<file path="src/rtl/seq_divider32_pkg.sv">
// Shared types and constants for the sequential restoring divider.
package div_pkg;

   localparam int DIV_WIDTH = 32;

   // Every quotient bit is set when the divisor is zero.
   localparam logic DIV_ZERO_FILL = 1'b1;

   typedef enum logic [1:0] {
      IDLE  = 2'd0,
      CALC  = 2'd1,
      FIXUP = 2'd2
   } div_state_t;

endpackage

</file>
<file path="src/rtl/seq_divider32_if.sv">
// Request/result bundle between the EX-stage controller (master) and the divider (slave).
interface seq_divider32_if #(
   parameter int WIDTH = div_pkg::DIV_WIDTH
) ();

   logic             start;
   logic             is_signed;
   logic [WIDTH-1:0] dividend;
   logic [WIDTH-1:0] divisor;
   logic             busy;
   logic             done;
   logic [WIDTH-1:0] quotient;
   logic [WIDTH-1:0] remainder;
   logic             div_zero;

   modport master (
      output start, is_signed, dividend, divisor,
      input  busy, done, quotient, remainder, div_zero
   );

   modport slave (
      input  start, is_signed, dividend, divisor,
      output busy, done, quotient, remainder, div_zero
   );

endinterface

</file>
<file path="src/rtl/seq_divider32_sub_trial.sv">
// Trial subtraction for one restoring-division step; borrow_out=1 means a < b.
module sub_trial
   import div_pkg::*;
#(
   parameter int WIDTH = DIV_WIDTH
) (
   input  logic [WIDTH-1:0] a,
   input  logic [WIDTH-1:0] b,
   output logic [WIDTH-1:0] diff,
   output logic             borrow_out
);

   assign {borrow_out, diff} = {1'b0, a} - {1'b0, b};

endmodule

</file>
<file path="src/rtl/seq_divider32.sv">
// Multi-cycle restoring divider, one quotient bit per clock.
// Signed operation (truncate toward zero) is compiled in only with DIV_SIGNED_EN defined.
//
// state | meaning
// IDLE  | waiting for start; results held
// CALC  | one shift/subtract per edge; a zero divisor finishes after a single edge
// FIXUP | applies quotient/remainder signs after a signed op
module seq_divider32
   import div_pkg::*;
#(
   parameter int WIDTH = DIV_WIDTH
) (
   input  logic            clk,
   input  logic            rst_n,
   seq_divider32_if.slave  bus
);

   localparam int CW = $clog2(WIDTH) + 1;

   div_state_t       state;
   div_state_t       state_nx;
   logic [CW-1:0]    count;
   logic [WIDTH-1:0] quo;
   logic [WIDTH-1:0] rem;
   logic [WIDTH-1:0] dsr;
   logic             zero_op;
   logic             done_q;
   logic             div_zero_q;
   logic             busy_c;
   logic             finish_c;
   logic             fix_req;
   logic             last_iter;

   logic [WIDTH-1:0] rem_sh;
   logic [WIDTH-1:0] quo_sh;
   logic [WIDTH-1:0] trial;
   logic             borrow;

`ifdef DIV_SIGNED_EN
   logic             signed_op;
   logic             neg_q;
   logic             neg_r;
   assign fix_req = signed_op;
`else
   logic             unused_is_signed;
   assign unused_is_signed = bus.is_signed;
   assign fix_req = 1'b0;
`endif

   assign last_iter = (count == CW'(WIDTH - 1));
   assign rem_sh    = {rem[WIDTH-2:0], quo[WIDTH-1]};
   assign quo_sh    = {quo[WIDTH-2:0], 1'b0};

   sub_trial #(.WIDTH(WIDTH)) u_sub_trial (
      .a          (rem_sh),
      .b          (dsr),
      .diff       (trial),
      .borrow_out (borrow)
   );

   always_ff @(posedge clk or negedge rst_n) begin
      if (!rst_n) state <= IDLE;
      else        state <= state_nx;
   end

   always_comb begin
      state_nx = state;
      case (state)
         IDLE:    if (bus.start) state_nx = CALC;
         CALC: begin
            if (zero_op)        state_nx = IDLE;
            else if (last_iter) state_nx = fix_req ? FIXUP : IDLE;
         end
         FIXUP:   state_nx = IDLE;
         default: state_nx = IDLE;
      endcase
   end

   always_comb begin
      busy_c   = (state != IDLE);
      finish_c = 1'b0;
      case (state)
         CALC:    finish_c = zero_op || (last_iter && !fix_req);
         FIXUP:   finish_c = 1'b1;
         default: finish_c = 1'b0;
      endcase
   end

   always_ff @(posedge clk or negedge rst_n) begin
      if (!rst_n) begin
         count      <= '0;
         quo        <= '0;
         rem        <= '0;
         dsr        <= '0;
         zero_op    <= 1'b0;
         done_q     <= 1'b0;
         div_zero_q <= 1'b0;
`ifdef DIV_SIGNED_EN
         signed_op  <= 1'b0;
         neg_q      <= 1'b0;
         neg_r      <= 1'b0;
`endif
      end else begin
         done_q <= finish_c;
         case (state)
            IDLE: begin
               if (bus.start) begin
                  count      <= '0;
                  rem        <= '0;
                  div_zero_q <= 1'b0;
                  zero_op    <= (bus.divisor == '0);
`ifdef DIV_SIGNED_EN
                  // Zero divisor keeps the raw dividend so it lands in the remainder untouched.
                  if (bus.is_signed && (bus.divisor != '0)) begin
                     quo       <= bus.dividend[WIDTH-1] ? -bus.dividend : bus.dividend;
                     dsr       <= bus.divisor[WIDTH-1]  ? -bus.divisor  : bus.divisor;
                     signed_op <= 1'b1;
                     neg_q     <= bus.dividend[WIDTH-1] ^ bus.divisor[WIDTH-1];
                     neg_r     <= bus.dividend[WIDTH-1];
                  end else begin
                     quo       <= bus.dividend;
                     dsr       <= bus.divisor;
                     signed_op <= 1'b0;
                     neg_q     <= 1'b0;
                     neg_r     <= 1'b0;
                  end
`else
                  quo <= bus.dividend;
                  dsr <= bus.divisor;
`endif
               end
            end
            CALC: begin
               if (zero_op) begin
                  quo        <= {WIDTH{DIV_ZERO_FILL}};
                  rem        <= quo;
                  div_zero_q <= 1'b1;
               end else begin
                  quo   <= {quo_sh[WIDTH-1:1], ~borrow};
                  rem   <= borrow ? rem_sh : trial;
                  count <= count + CW'(1);
               end
            end
            FIXUP: begin
`ifdef DIV_SIGNED_EN
               if (neg_q) quo <= -quo;
               if (neg_r) rem <= -rem;
`endif
            end
            default: ;
         endcase
      end
   end

   assign bus.busy      = busy_c;
   assign bus.done      = done_q;
   assign bus.quotient  = quo;
   assign bus.remainder = rem;
   assign bus.div_zero  = div_zero_q;

endmodule
</file>
<file path="src/flat_wrapper.sv">
// flat-port wrapper written by rule: the top's interface ports become plain ports
module seq_divider32_flat import div_pkg::*;
#(
   parameter int WIDTH = DIV_WIDTH
)
  (clk, rst_n, bus_start, bus_is_signed, bus_dividend, bus_divisor, bus_busy, bus_done, bus_quotient, bus_remainder, bus_div_zero);
  seq_divider32_if #(.WIDTH(WIDTH)) bus_i ();
  input  logic clk;
  input  logic rst_n;
  input wire logic [$bits(bus_i.start)-1:0] bus_start;
  input wire logic [$bits(bus_i.is_signed)-1:0] bus_is_signed;
  input wire logic [$bits(bus_i.dividend)-1:0] bus_dividend;
  input wire logic [$bits(bus_i.divisor)-1:0] bus_divisor;
  output wire logic [$bits(bus_i.busy)-1:0] bus_busy;
  output wire logic [$bits(bus_i.done)-1:0] bus_done;
  output wire logic [$bits(bus_i.quotient)-1:0] bus_quotient;
  output wire logic [$bits(bus_i.remainder)-1:0] bus_remainder;
  output wire logic [$bits(bus_i.div_zero)-1:0] bus_div_zero;
  assign bus_i.start = bus_start;
  assign bus_i.is_signed = bus_is_signed;
  assign bus_i.dividend = bus_dividend;
  assign bus_i.divisor = bus_divisor;
  assign bus_busy = bus_i.busy;
  assign bus_done = bus_i.done;
  assign bus_quotient = bus_i.quotient;
  assign bus_remainder = bus_i.remainder;
  assign bus_div_zero = bus_i.div_zero;
  seq_divider32 #(.WIDTH(WIDTH)) u_core (.clk(clk), .rst_n(rst_n), .bus(bus_i));
endmodule
</file>
<file path="config.mk">
export PLATFORM = sky130hd
export DESIGN_NAME = seq_divider32_flat
export DESIGN_NICKNAME = d
export VERILOG_FILES = /design/src/rtl/seq_divider32_pkg.sv /design/src/rtl/seq_divider32_if.sv /design/src/rtl/seq_divider32_sub_trial.sv /design/src/rtl/seq_divider32.sv /design/src/flat_wrapper.sv
export SDC_FILE = /design/constraint.sdc
export NUM_CORES = 1
export LEC_CHECK = 0
export ABC_CLOCK_PERIOD_IN_PS = 3600
export CAP_MARGIN = 20
export CORE_MARGIN = 3
export CORE_UTILIZATION = 53
export CTS_CLUSTER_SIZE = 14
export DETAILED_ROUTE_END_ITERATION = 12
export PLACE_DENSITY = 0.83
export SYNTH_ARGS = -nofsm -noshare
export SYNTH_HDL_FRONTEND = slang
export SYNTH_SLANG_ARGS = --single-unit
</file>
<file path="constraint.sdc">
create_clock -name clk -period 3.6 [get_ports clk]
set_clock_uncertainty 0.05 [all_clocks]
set_input_delay 0.36 -clock clk [delete_from_list [all_inputs] [get_ports clk]]
set_output_delay 0.36 -clock clk [all_outputs]
set_load 0.01 [all_outputs]
</file>
==> results.ini <==
[setup_path]
setup.worst_path.end_class=register
crit_required_ps=3830
worstPathMaxFanout=34
worstSetupPathType=reg2reg
r2r-end=u_core.bus.remainder[30]
cp-start-kind=register
r2r_slack_ps=170
worst_path_largest_cell_delay_ps=390
startpoint=u_core.bus.quotient[31]
rr_worst_depth=13
worst-endpoint-arrival_ps=3660
critPathCapture=u_core.bus.remainder[30]
crit_chain=inv_1 > ha_1 > fa_1 > nand2b_1 > a21oi_1 > o211ai_1 > a31oi_1 > o2111ai_1 > nor3b_4 > buf_12 > nor2_1 > o311ai_0 > o21ai_1
rr_startpoint=u_core.bus.quotient[31]
slowest_stage=dfrtp_1

[logic_synthesis]
synth-main-ff-cell=dfrtp_1
synth_edf_count=0
async_flop_share=1.000
ys_seq_area_frac=0.3897
syn_inst=793
synth_warnings=0
synth_area_um2=6807
syn-num-nets=896
ys_ff_latch=106
synthDistinctLibCells=66
syn_avg_cell_area_um2=8.583

[placement]
dp_hpwl_mm=14.37
post-place-ws_ps=241.9
numPortBuffers=133
dp.cells=1062
placed_cell_area_um2=8298
gp_congestion=0.9555

[routing]
drc_errors=0
drtAntennaViolNets=0
first_pass_iters=5
routedWlPerCell_um=18.22
routed_wl_mm=19.63
drtIter0Drc=518
vias=6504
vias_per_cell=6.039

[grt]
grtUsageTotal=0.2750
grt_max_degree=107
overflow=0
antenna_found_initial=0
grt_pass1_wl_mm=31.75
grt_pass1_vias=6113

[clocking]
numCtsBuffers=9
clk_pin_slew_ps=70
cts_buffer_depth=2
cts_tree=built
h-tree-depth=3
cts_setup_buffers=0
clk_latency_ps=350
root_buffer=clkbuf_16
clock-sinks=106
cts_resized=0
ctsHoldBuffers=0

[cells_and_area]
areaGrowthSynthToFinish_pct=25.88
final_cell_area_um2=8568
final_core_util=0.6988
drive_above_1_share=0.04950
num_antenna_cells=0
finalNonFillerCells=1077
final_nets=1008

[power_and_ir_drop]
p_leak_nw=3.690
ir_worst_vdd_v=0.0006813
finalPower_mw=10.22
power_density_nw_per_um2=1193

[timing]
drv_slew=0
setup_violations=0
hold_viol_final=0
fin_crit_ps=3428
maxSlewHeadroom=0.4446
rsz0062_at_grt=false
max_slew.worst_pin.slew_ps=831.2
tns_ps=0
hold_slack_ps=27.79
max_freq_mhz=291.7
setup_slack_ps=171.6
timing.final.crit_share=0.9523

[die]
dieArea_um2=14240
dieWidth_um=119.3
die_h_um=119.3
pin_count=135
rows=40
initial_core_util=0.5551
core_area_um2=12260

[flow_run]
drv_cap=0

[worst_hold_path]
min_path_type=in2async

[status]
outcome=completed

[cell families after synthesis]
logic type	synth area share
and+or+nand+nor	0.1601
buffers and inverters	0.05404
muxes	0.06507
xor gates and xnor gates	0.03217
adders and majority gates	0.06544
AOI/OAI and AO/OA	0.2335
DFF	0.3897
[cell usage in the layout, fill, tap and decap left out, types with 6 or more instances in the layout]
master and instances:
ha_1 34, nand4_1 7, o21ai_1 26, a21oi_1 72
xnor2_1 17, clkdlybuf4s50_1 131, o21ai_0 52, dfrtp_1 106
nand3_1 12, xor2_1 8, buf_4 12, nor2b_1 8
nand2b_1 7, a21o_1 7, mux2i_1 42, o31ai_1 11
nor4_1 9, and3_1 6, a211oi_1 16, nor2_1 79
a31oi_1 9, nand2_1 87, inv_1 43, clkbuf_16 9
a22o_1 6
[power by group]
part | total, mW | internal [mW] | switching (mW)
clock network | 0.923 | 0.482 | 0.441
logic | 6.91 | 3.17 | 3.75
registers | 2.39 | 1.80 | 0.587
[worst min path at each step]
stage	startpoint	endpoint	depth (start not counted)
after floorplan	rst_n	u_core.bus.div_zero	0
after global placement	u_core.count[5]	u_core.count[5]	1
after detailed placement	rst_n	u_core.bus.quotient[7]	2
after CTS	rst_n	u_core.bus.quotient[7]	2
after global routing	rst_n	u_core.bus.quotient[5]	2
final	rst_n	u_core.bus.quotient[7]	2
[sequential cells by signal (all words and copies together) (netlist names)]
name	flops
u_core.bus.quotient	32
u_core.bus.remainder	32
u_core.dsr	32
u_core.count	6
u_core.bus.div_zero	1
u_core.bus.done	1
u_core.state	1
u_core.zero_op	1
[metal layers]
metal | global-route usage | share of wire | vias to the layer above
li1 | - | - | 3068
met1 | 0.4020 | 0.46 | 3150
met2 | 0.4211 | 0.45 | 261
met3 | 0.05271 | 0.077 | 25
met4 | 0.07087 | 0.017 | 0
met5 | 0 | 0 | -
[cell usage after synthesis (9+ instances only)]
library cell / number / area [um2]
o21ai_0: 52 / 260.3
clkbuf_1: 26 / 97.59
dfrtp_1: 106 / 2653
a21oi_1: 72 / 360.4
nor2_1: 80 / 300.3
nand2_1: 87 / 326.6
inv_1: 44 / 165.2
nand3_1: 12 / 60.06
o21ai_1: 26 / 130.1
a211oi_1: 16 / 120.1
a31oi_1: 9 / 56.30
mux2i_1: 42 / 420.4
o31ai_1: 11 / 82.58
buf_2: 11 / 55.05
ha_1: 34 / 425.4
xnor2_1: 17 / 148.9
nor4_1: 9 / 56.30
[final cells by class]
class / instances / area [um2]
inverters: 45 / 168.9
flip-flops and latches: 106 / 2653
clock buffers: 10 / 239.0
well taps: 168 / 210.2
fillers: 1005 / 3694
multi-input cells: 596 / 3800
clock inverters: 5 / 31.28
repair buffers: 147 / 1466
[worst max-delay path, delay by kind of cell, from the launching register on]
kind | cells | cell delay, ps
AO/OA/AOI/OAI | 6 | 1330
adder cells (fa/ha/maj) | 2 | 610
buffers and inverters | 2 | 290
flip-flops | 1 | 390
AND/OR/NAND/NOR | 3 | 670
Power figures use the tool's default switching activity.
